`config.mk`:
```
export PLATFORM = sky130hd
export DESIGN_NAME = word_split_flat
export DESIGN_NICKNAME = d
export VERILOG_FILES = /design/src/rtl/word_split_if.sv /design/src/rtl/word_split.sv /design/src/flat_wrapper.sv
export SDC_FILE = /design/constraint.sdc
export NUM_CORES = 1
export LEC_CHECK = 0
export CAP_MARGIN = 20
export CORE_MARGIN = 2
export CORE_UTILIZATION = 46
export DETAILED_ROUTE_END_ITERATION = 10
export HOLD_SLACK_MARGIN = 0.06
export PLACE_DENSITY = 0.88
export RECOVER_POWER = 25
export SLEW_MARGIN = 20
export SYNTH_ARGS = -nofsm -noshare
export SYNTH_HDL_FRONTEND = slang
export SYNTH_SLANG_ARGS = --single-unit
```
`constraint.sdc`:
```
create_clock -name clock -period 3.7 [get_ports clock]
set_input_delay 0.74 -clock clock [delete_from_list [all_inputs] [get_ports clock]]
set_output_delay 0.74 -clock clock [all_outputs]
set_load 0.005 [all_outputs]
```
`src/rtl/word_split_if.sv`:
```
// word_split_if: word-in / byte-out handshake bundle for word_split.
//   word_in, word_valid, word_ready : word side (producer -> splitter)
//   byte_out, byte_valid, byte_ready,
//   byte_last                       : byte side (splitter -> consumer)
//   busy                            : splitter holds a word not yet fully emitted
// Modports: slave = the splitter itself, master = the surrounding environment.
interface word_split_if #(
  parameter int WORD_W = 16,
  parameter int BYTE_W = 8
);
  logic [WORD_W-1:0] word_in;
  logic              word_valid;
  logic              word_ready;
  logic [BYTE_W-1:0] byte_out;
  logic              byte_valid;
  logic              byte_ready;
  logic              byte_last;
  logic              busy;

  modport slave (
    input  word_in, word_valid, byte_ready,
    output word_ready, byte_out, byte_valid, byte_last, busy
  );

  modport master (
    output word_in, word_valid, byte_ready,
    input  word_ready, byte_out, byte_valid, byte_last, busy
  );
endinterface

```
`src/rtl/word_split.sv`:
```
// word_split: breaks one MU0 memory word into a stream of bytes.
// Default order is high byte then low byte; LSB_FIRST=1 reverses it.
// One word is held at a time; a new word is taken only in IDLE.
// Ports:
//   clock    : rising-edge clock
//   reset_n  : asynchronous active-low reset
//   bus      : word_split_if.slave (word side in, byte side out, busy)
// Optional build macro: WORD_SPLIT_CHKSUM_EN appends a third byte,
// high XOR low, and moves byte_last onto it.
//
// state    | meaning
// ---------+--------------------------------------------------------
// S_IDLE   | nothing held, word_ready=1
// S_FIRST  | first byte on byte_out, waiting for byte_ready
// S_SECOND | second byte on byte_out, waiting for byte_ready
// S_CHK    | checksum byte on byte_out (WORD_SPLIT_CHKSUM_EN only)
module word_split #(
  parameter bit LSB_FIRST = 1'b0,
  parameter int WORD_W    = 16,
  parameter int BYTE_W    = 8
) (
  input  logic    clock,
  input  logic    reset_n,
  word_split_if.slave bus
);

  generate
    if (WORD_W != 2 * BYTE_W) begin : g_cfg_err
      $error("word_split: WORD_W must equal 2*BYTE_W");
    end
  endgenerate

`ifdef WORD_SPLIT_CHKSUM_EN
  typedef enum logic [1:0] {S_IDLE, S_FIRST, S_SECOND, S_CHK} state_t;
`else
  typedef enum logic [1:0] {S_IDLE, S_FIRST, S_SECOND} state_t;
`endif

  state_t            state_q, state_d;
  logic [WORD_W-1:0] word_q,  word_d;
  logic [BYTE_W-1:0] byte_q,  byte_d;
  logic              valid_q, valid_d;
  logic              last_q,  last_d;

  logic [BYTE_W-1:0] in_hi, in_lo, held_hi, held_lo;
  logic [BYTE_W-1:0] first_in, second_held;

  assign in_hi       = bus.word_in[WORD_W-1:BYTE_W];
  assign in_lo       = bus.word_in[BYTE_W-1:0];
  assign held_hi     = word_q[WORD_W-1:BYTE_W];
  assign held_lo     = word_q[BYTE_W-1:0];
  // The first byte comes straight from word_in so it is valid the cycle after accept.
  assign first_in    = LSB_FIRST ? in_lo : in_hi;
  assign second_held = LSB_FIRST ? held_hi : held_lo;

  always_ff @(posedge clock or negedge reset_n) begin
    if (!reset_n) begin
      state_q <= S_IDLE;
      word_q  <= '0;
      byte_q  <= '0;
      valid_q <= 1'b0;
      last_q  <= 1'b0;
    end else begin
      state_q <= state_d;
      word_q  <= word_d;
      byte_q  <= byte_d;
      valid_q <= valid_d;
      last_q  <= last_d;
    end
  end

  always_comb begin
    state_d = state_q;
    word_d  = word_q;
    byte_d  = byte_q;
    valid_d = valid_q;
    last_d  = last_q;
    case (state_q)
      S_IDLE: begin
        if (bus.word_valid) begin
          word_d  = bus.word_in;
          byte_d  = first_in;
          valid_d = 1'b1;
          last_d  = 1'b0;
          state_d = S_FIRST;
        end
      end
      S_FIRST: begin
        if (bus.byte_ready) begin
          byte_d  = second_held;
`ifdef WORD_SPLIT_CHKSUM_EN
          last_d  = 1'b0;
`else
          last_d  = 1'b1;
`endif
          state_d = S_SECOND;
        end
      end
      S_SECOND: begin
        if (bus.byte_ready) begin
`ifdef WORD_SPLIT_CHKSUM_EN
          byte_d  = held_hi ^ held_lo;
          last_d  = 1'b1;
          state_d = S_CHK;
`else
          valid_d = 1'b0;
          last_d  = 1'b0;
          state_d = S_IDLE;
`endif
        end
      end
`ifdef WORD_SPLIT_CHKSUM_EN
      S_CHK: begin
        if (bus.byte_ready) begin
          valid_d = 1'b0;
          last_d  = 1'b0;
          state_d = S_IDLE;
        end
      end
`endif
      default: begin
        valid_d = 1'b0;
        last_d  = 1'b0;
        state_d = S_IDLE;
      end
    endcase
  end

  // word_ready depends only on registered state, never on byte_ready.
  assign bus.word_ready = (state_q == S_IDLE);
  assign bus.byte_out   = byte_q;
  assign bus.byte_valid = valid_q;
  assign bus.byte_last  = last_q;
  assign bus.busy       = valid_q;

endmodule

```
`src/flat_wrapper.sv`:
```
// flat-port wrapper written by rule: the top's interface ports become plain ports
module word_split_flat 
#(
  parameter bit LSB_FIRST = 1'b0,
  parameter int WORD_W    = 16,
  parameter int BYTE_W    = 8
)
  (clock, reset_n, bus_word_in, bus_word_valid, bus_byte_ready, bus_word_ready, bus_byte_out, bus_byte_valid, bus_byte_last, bus_busy);
  word_split_if #(.WORD_W(WORD_W), .BYTE_W(BYTE_W)) bus_i ();
  input  logic clock;
  input  logic reset_n;
  input wire logic [$bits(bus_i.word_in)-1:0] bus_word_in;
  input wire logic [$bits(bus_i.word_valid)-1:0] bus_word_valid;
  input wire logic [$bits(bus_i.byte_ready)-1:0] bus_byte_ready;
  output wire logic [$bits(bus_i.word_ready)-1:0] bus_word_ready;
  output wire logic [$bits(bus_i.byte_out)-1:0] bus_byte_out;
  output wire logic [$bits(bus_i.byte_valid)-1:0] bus_byte_valid;
  output wire logic [$bits(bus_i.byte_last)-1:0] bus_byte_last;
  output wire logic [$bits(bus_i.busy)-1:0] bus_busy;
  assign bus_i.word_in = bus_word_in;
  assign bus_i.word_valid = bus_word_valid;
  assign bus_i.byte_ready = bus_byte_ready;
  assign bus_word_ready = bus_i.word_ready;
  assign bus_byte_out = bus_i.byte_out;
  assign bus_byte_valid = bus_i.byte_valid;
  assign bus_byte_last = bus_i.byte_last;
  assign bus_busy = bus_i.busy;
  word_split #(.LSB_FIRST(LSB_FIRST), .WORD_W(WORD_W), .BYTE_W(BYTE_W)) u_core (.clock(clock), .reset_n(reset_n), .bus(bus_i));
endmodule
```
# ---- Word-level counts from Yosys, hierarchy flattened
# Index checks and enable logic that the tools add are counted.
dict set report totals {
  output_inout_bits 12
  ram_bits 0
  word_cells 30
  register_bits 20
  n_memories 0
  latch_bits 0
  rom_bits 0
}
dict set report op_classes {
  n_div 0
  shift 0
  n_eq_ne 5
  mul 0
  bitwise_logic 1
  n_mux 13
  n_reduce_logical 6
  magnitude_cmp 0
  add_sub_neg 0
}
# operator n
set ops {}
lappend ops {{two-way mux 8 bit} 2}
lappend ops {{one-hot mux 8 bit (2 select lines)} 1}
lappend ops {{AND reduction 3 bit} 3}
lappend ops {{two-way mux 2 bit} 3}
lappend ops {{inequality test 2 bit, second input constant} 3}
lappend ops {{one-hot mux 1 bit (3 select lines)} 2}
lappend ops {{one-hot mux 2 bit (3 select lines)} 1}
lappend ops {{two-way mux 1 bit} 4}
lappend ops {{== test 2 x 1 -> 1 bit, second input constant} 1}
lappend ops {{== test 2 bit, second input constant} 1}
lappend ops {{zero test 2 bit} 1}
lappend ops {{AND reduction 2 bit} 1}
lappend ops {{nonzero test 2 bit} 1}
lappend ops {{inverter 1 bit} 1}

# ---- Logic depth before layout (Yosys ltp)
# Gate-level depths: netlist of the first run.
dict set report depth {
  word_depth 3
  ltp_mapped 4
}

# ---- Least setup slack after synthesis of the first run
# Ideal clock, no wire load.
dict set report synth_path {
  path_kind {input -> register}
  start {in bus_byte_ready}
  end {reg u_core.byte_q[0], in the netlist u_core.bus.byte_out[0]}
  arrival_ns 1.433
  setup_slack_ns 2.142
  path_buffers 0
  setup_ns 0.125
  stages 3
  cell_sequence {mux2i_1 -> nor2_2 -> mux2_2}
}
dict set report synth_via {
  elab_chain_cells 2
}
# item line_no
set synth_rtl {}
lappend synth_rtl {{start: declaration} flat_wrapper.sv:14} ;# input wire logic [$bits(bus_i.byte_ready)-1:0] bus_byte_ready;
lappend synth_rtl {{inequality test 2 bit (no line)} -}
lappend synth_rtl {{AND reduction 3 bit (no line)} -}
lappend synth_rtl {{end signal: assignment} word_split.sv:66} ;# byte_q <= byte_d;
lappend synth_rtl {{end: declaration} word_split.sv:41} ;# logic [BYTE_W-1:0] byte_q, byte_d;
# Every way passes these cells.
# A chain may end at the register's enable or synchronous reset.

# ---- Worst setup path in the final report of the first run
dict set report layout_path {
  start {reg u_core.state_q[1]}
  end {out bus_word_ready}
}
dict set report layout_via {
  elab_chain_cells 1
}
# item line_no
set layout_rtl {}
lappend layout_rtl {{start: declaration} word_split.sv:39} ;# state_t state_q, state_d;
lappend layout_rtl {{start signal: assignment} word_split.sv:64} ;# state_q <= state_d;
lappend layout_rtl {{zero test 2 bit} word_split.sv:130} ;# assign bus.word_ready = (state_q == S_IDLE);
lappend layout_rtl {{end: declaration} flat_wrapper.sv:15} ;# output wire logic [$bits(bus_i.word_ready)-1:0] bus_word_ready;
# Every way passes these cells.

==> results.py, run 1 <==
metrics = {
    "sta": {
        "period_share_pct": 57.99,
        "max_slew_margin_pct": 42.23,
        "drv_slew": 0,
        "timing.clock.skew_ns": 0.01640,
        "clock.fmax_mhz": 466.1,
        "finalWorstSetupSlack_ns": 1.554,
        "rsz0062_at_grt": "no",
        "tns_ns": 0,
        "finalSetupViolations": 0,
        "layout_min_cycle_time_ns": 2.146,
        "worst_slew_pin_slew_ns": 0.8637,
        "finalHoldViolCount": 0,
    },
    "clocking": {
        "cts_resized": 0,
        "cts.sinks": 19,
        "clock_latency_ns": 0.31,
        "clk_pin_slew_ns": 0.10,
        "clockBufferDepth": 2,
        "root_buffer": "clkbuf_4",
        "post_cts_buffers": 0,
        "ctsHoldBuffers": 0,
        "cts_tree": "built",
        "cts_buffers": 3,
        "cts_max_level": 1,
    },
    "floorplan": {
        "design.portCount": 32,
        "die-height_um": 47.76,
        "initial_core_util_pct": 49.93,
        "die_area_um2": 2281,
        "core_area_um2": 1764,
        "rows": 15,
        "die_w_um": 47.76,
    },
    "finish": {
        "finalInstanceArea_um2": 1229,
        "diodes": 0,
        "synthToLayoutAreaGrowth_pct": 39.49,
        "layout-drive-gt1-share_pct": 34.07,
        "fin_util_pct": 69.65,
        "fin_nets": 112,
    },
    "yosys": {
        "avgSynthCellArea_um2": 14.93,
        "synthTopCellsByCount": "dfrtp_1, mux2_2, mux2_4, inv_1, nand2_1",
        "synth_nets": 79,
        "synth.largest_area_cell": "dfrtp_1",
        "synthArstFlopShare_pct": 100.0,
        "synthTopCellsByArea": "dfrtp_1, mux2_2, mux2_4, buf_6, mux2i_1",
        "ys_ff_latch": 19,
        "ys.flop_type": "dfrtp_1",
        "syn_area_um2": 880.8,
        "synth_warnings": 0,
        "synthCells": 59,
        "synth_edf_count": 0,
        "yosysMostFrequentCell": "dfrtp_1",
        "netlist-cell-type-count": 17,
        "netlist.area_leader.share_pct": 53.98,
        "seq_area_frac_synth_pct": 53.98,
    },
    "routing": {
        "firstDrtPassIters": 1,
        "wire_per_inst_um": 14.60,
        "wirelength_mm": 1.694,
        "drcViolationCount": 0,
        "vias_per_cell": 4.922,
        "drt.antenna.violating_nets": 0,
        "drtIter0Drc": 0,
        "num_vias": 571,
    },
    "placed_design": {
        "globalplace.congestion": 0.7176,
        "pre_cts_slack_ns": 1.493,
        "placed_area_um2": 1199,
        "dpl.hpwl_mm": 1.299,
        "portBuffers": 31,
    },
    "worst_setup_path": {
        "r2r_slack_ns": 1.97,
        "crit_chain": "nor2_1 > clkdlybuf4s50_1",
        "cp_top_family": "buffers and inverters",
        "crit_required_ns": 2.96,
        "critPathLaunchType": "register",
        "worstPathMaxFanout": 6,
        "worst_setup_path_end_kind": "output pin",
        "slowest_stage": "clkdlybuf4s50_1",
        "crit_type": "reg -> out",
        "worstPathArrival_ns": 1.41,
        "worst_path_largest_cell_delay_ns": 0.51,
        "critPathBufInv": 1,
    },
    "global_route": {
        "grt_max_degree": 20,
        "antenna_found_initial": 0,
        "first_global_vias": 574,
        "grt_pass1_wl_mm": 2.518,
        "track_usage_pct": 16.59,
        "grt-ovfl-total": 0,
    },
    "job": {
        "cap_violations": 0,
    },
    "min_path": {
        "holdCritPathClass": "reg -> reg",
    },
    "power_and_ir_drop": {
        "p_per_area_nw_per_um2": 775.2,
        "p_leak_nw": 0.5266,
        "peakVddDrop_mv": 0.4653,
    },
    "outcome": {
        "status": "completed",
    },
}
## logic make-up after synthesis
logic type	after synthesis	share of synthesized area, %
multiplexers	25	35.65
flip-flops	19	53.98
AND/OR/NAND/NOR	6	3.410
buffers and inverters	5	3.551
AO/OA/AOI/OAI	4	3.409
## final cells by class
class,instances,area [um2]
multi-input cells,35,376.6
clock buffers,3,22.52
clock inverters,1,5.005
repair buffers,31,310.3
flip-flops and latches,19,475.5
fillers,151,535.5
inverters,2,7.507
well taps,25,31.28
## sequential cells by signal, summed over array words and instances (netlist names)
| signal | cells |
|---|---|
| u_core.bus.busy | 1 |
| u_core.bus.byte_out | 8 |
| u_core.state_q | 2 |
| u_core.word_q | 8 |
## power breakdown
group,leakage [nW],internal (mW),switching (mW)
registers,0.222,0.313,0.0683
clock network,0.0177,0.0403,0.0649
logic,0.286,0.319,0.147
total,0.527,0.673,0.280
## path summary, 6_finish.rpt
kind,depth (start not counted),endpoint,from
min reg2reg,1,u_core.word_q[1],u_core.word_q[1]
max in group asynchronous,1,u_core.bus.busy,reset_n
min in group asynchronous,1,u_core.word_q[2],reset_n
min,1,u_core.word_q[1],u_core.word_q[1]
max reg2reg,3,u_core.bus.byte_out[4],u_core.state_q[0]
max,2,bus_word_ready,u_core.state_q[1]
## metrics by stage
step | instances | hold WS (ns) | total power, mW
floorplan | 59 | 0.4444 | 0.6672
global placement | 112 | 0.4901 | 0.8338
detailed placement | 112 | 0.4963 | 0.8564
CTS | 116 | 0.5231 | 0.9631
global route | 116 | 0.5311 | 1.012
finish | 116 | 0.5219 | 0.9525
## cell usage in the layout, fill, tap and decap left out
master           Yosys  routed
clkdlybuf4s50_1      0      29
dfrtp_1             19      19
mux2_2              15      15
mux2_4               9       9
clkbuf_4             0       3
inv_1                2       2
nand2_1              2       2
dlygate4sd3_1        0       2
nor2_1               1       1
and2_1               1       1
nor2b_2              0       1
mux2i_1              1       1
nor2_2               1       1
a21o_2               1       1
o21ai_0              1       1
a22oi_1              1       1
o2bb2ai_1            1       1
clkinv_2             0       1
## layer usage
metal  vias to the layer above  part of all wire, %  GRT usage (%)
met1                       275                   43          19.57
met4                         0                  1.8          6.486
li1                        269                    -              -
met2                        23                   50          28.80
met5                         -                    0              0
met3                         4                  5.7          4.151
Note: power is estimated with default switching activity, not from simulation.
==> inputs of run 2 (changes only) <==
--- a/config.mk
+++ b/config.mk
@@ -7,10 +7,10 @@
 export LEC_CHECK = 0
 export CAP_MARGIN = 20
 export CORE_MARGIN = 2
-export CORE_UTILIZATION = 46
+export CORE_UTILIZATION = 43
 export DETAILED_ROUTE_END_ITERATION = 10
 export HOLD_SLACK_MARGIN = 0.06
-export PLACE_DENSITY = 0.88
+export PLACE_DENSITY = 0.84
 export RECOVER_POWER = 25
 export SLEW_MARGIN = 20
 export SYNTH_ARGS = -nofsm -noshare
==> constraint.sdc (replaced) <==
create_clock -name clock -period 2.2 [get_ports clock]
set_input_delay 0.44 -clock clock [delete_from_list [all_inputs] [get_ports clock]]
set_output_delay 0.44 -clock clock [all_outputs]
set_load 0.005 [all_outputs]
==> run 2 against run 1 <==
  * Core utilization fell by 5.0 points
  * Worst hold slack got worse by 0.0040 ns
  * Wire length fell by 6.1%
  * Critical path type unchanged
  * Critical endpoint unchanged
  * Largest power group unchanged
==> results.py, run 2 (synthesis results as in run 1) <==
metrics = {
    "sta": {
        "layout_min_cycle_time_ns": 1.841,
        "tns_ns": 0,
        "rsz0062_at_grt": "no",
        "drv_slew": 0,
        "clock.fmax_mhz": 543.2,
        "max_slew_margin_pct": 33.57,
        "finalHoldViolCount": 0,
        "finalSetupViolations": 0,
        "worst_slew_pin_slew_ns": 0.9964,
        "timing.clock.skew_ns": 0.004798,
        "period_share_pct": 83.69,
    },
    "worst_setup_path": {
        "worstPathArrival_ns": 1.40,
        "r2r_cells": 4,
        "slowest_stage": "clkdlybuf4s50_1",
        "worst_path_largest_cell_delay_ns": 0.51,
        "critPathLaunchType": "register",
        "r2r_end": "u_core.bus.byte_out[4]",
        "cp_top_family": "buffers and inverters",
        "worst_setup_path_end_kind": "output pin",
        "critPathBufInv": 1,
        "startpoint": "u_core.state_q[1]",
        "worstPathMaxFanout": 6,
        "r2r_slack_ns": 0.70,
        "crit_chain": "nor2_1 > clkdlybuf4s50_1",
        "r2r_start": "u_core.state_q[1]",
        "crit_required_ns": 1.76,
        "crit_type": "reg -> out",
    },
    "floorplan": {
        "core_area_um2": 1942,
        "design.portCount": 32,
        "initial_core_util_pct": 45.36,
        "die_w_um": 49.26,
        "die_area_um2": 2427,
        "rows": 16,
        "die-height_um": 49.26,
    },
    "job": {
        "cap_violations": 0,
    },
    "clocking": {
        "clk_pin_slew_ns": 0.11,
        "cts.sinks": 19,
        "post_cts_buffers": 0,
        "root_buffer": "clkbuf_4",
        "clockBufferDepth": 2,
        "cts_buffers": 3,
        "cts_max_level": 1,
        "clock_latency_ns": 0.28,
        "ctsHoldBuffers": 0,
        "cts_tree": "built",
        "cts_resized": 0,
    },
    "placed_design": {
        "portBuffers": 31,
        "dpl.hpwl_mm": 1.231,
        "placed_cells": 118,
        "globalplace.congestion": 0.7812,
    },
    "routing": {
        "wirelength_mm": 1.591,
        "vias_per_cell": 4.746,
        "wire_per_inst_um": 13.04,
        "drtIter0Drc": 2,
        "num_vias": 579,
        "drcViolationCount": 0,
        "drt.antenna.violating_nets": 0,
        "firstDrtPassIters": 2,
    },
    "finish": {
        "diodes": 0,
        "layout-drive-gt1-share_pct": 34.74,
        "synthToLayoutAreaGrowth_pct": 42.47,
        "mostFrequentLayoutCells": "clkdlybuf4s50_1, dfrtp_1, mux2_2",
        "instances_no_fill": 122,
        "fin_nets": 116,
        "final_common_cell": "clkdlybuf4s50_1",
        "fillCellCount": 154,
    },
    "global_route": {
        "antenna_found_initial": 0,
        "grt-ovfl-total": 0,
        "grt_pass1_wl_mm": 2.732,
        "grt_max_degree": 20,
        "first_global_vias": 613,
        "track_usage_pct": 14.93,
    },
    "outcome": {
        "status": "completed",
    },
    "min_path": {
        "worstHoldStart": "u_core.bus.byte_out[0]",
        "min_to": "u_core.bus.byte_out[0]",
        "min_path_cells": 1,
        "holdCritPathClass": "reg -> reg",
    },
    "power_and_ir_drop": {
        "peakVddDrop_mv": 0.6760,
        "p_per_area_nw_per_um2": 1289,
        "p_leak_nw": 0.5418,
    },
}
[run 2: layer usage]
| metal | global-route usage, % | vias up | part of all wire [%] |
|---|---|---|---|
| li1 | - | 278 | - |
| met1 | 18.42 | 278 | 46 |
| met2 | 24.10 | 21 | 47 |
| met3 | 4.601 | 2 | 6.7 |
| met4 | 6.190 | 0 | 0.57 |
| met5 | 0 | - | 0 |
[run 2: layout make-up]
type,count,area [um2],share of cell area (%)
flip-flops and latches,19,475.5,37.89
multi-input cells,35,374.1,29.81
repair buffers,35,336.6,26.82
well taps,27,33.78,2.692
clock buffers,3,22.52,1.795
inverters,2,7.507,0.5982
clock inverters,1,5.005,0.3988
[run 2: per-stage QoR]
stage | instance area (um2) | power, mW | util, % | worst slack, ns | hold WS, ns
after floorplan | 880.8 | 1.122 | - | 0.7963 | 0.1444
after global placement | 1231 | 1.441 | 63.40 | 0.3979 | 0.4903
after detailed placement | 1231 | 1.466 | 63.40 | 0.3504 | 0.4961
after CTS | 1259 | 1.640 | 64.82 | 0.3482 | 0.4737
after global routing | 1255 | 1.734 | 64.63 | 0.2671 | 0.5404
final | 1255 | 1.617 | 64.63 | 0.3589 | 0.5179
[run 2: power by group]
group / internal [mW] / switching (mW)
Sequential: 0.526 / 0.111
Combinational: 0.567 / 0.244
Clock: 0.0674 / 0.102
Total: 1.16 / 0.456
[run 2: how the worst max path moves through the flow]
stage,to,slack (ns),cells after the start
3_3_place_gp,u_core.word_q[6],0.40,3
2_1_floorplan,u_core.bus.byte_out[0],0.80,4
3_5_place_dp,u_core.word_q[0],0.35,3
6_report,bus_word_ready,0.36,2
5_1_grt,bus_word_ready,0.27,2
4_1_cts,bus_word_ready,0.35,2
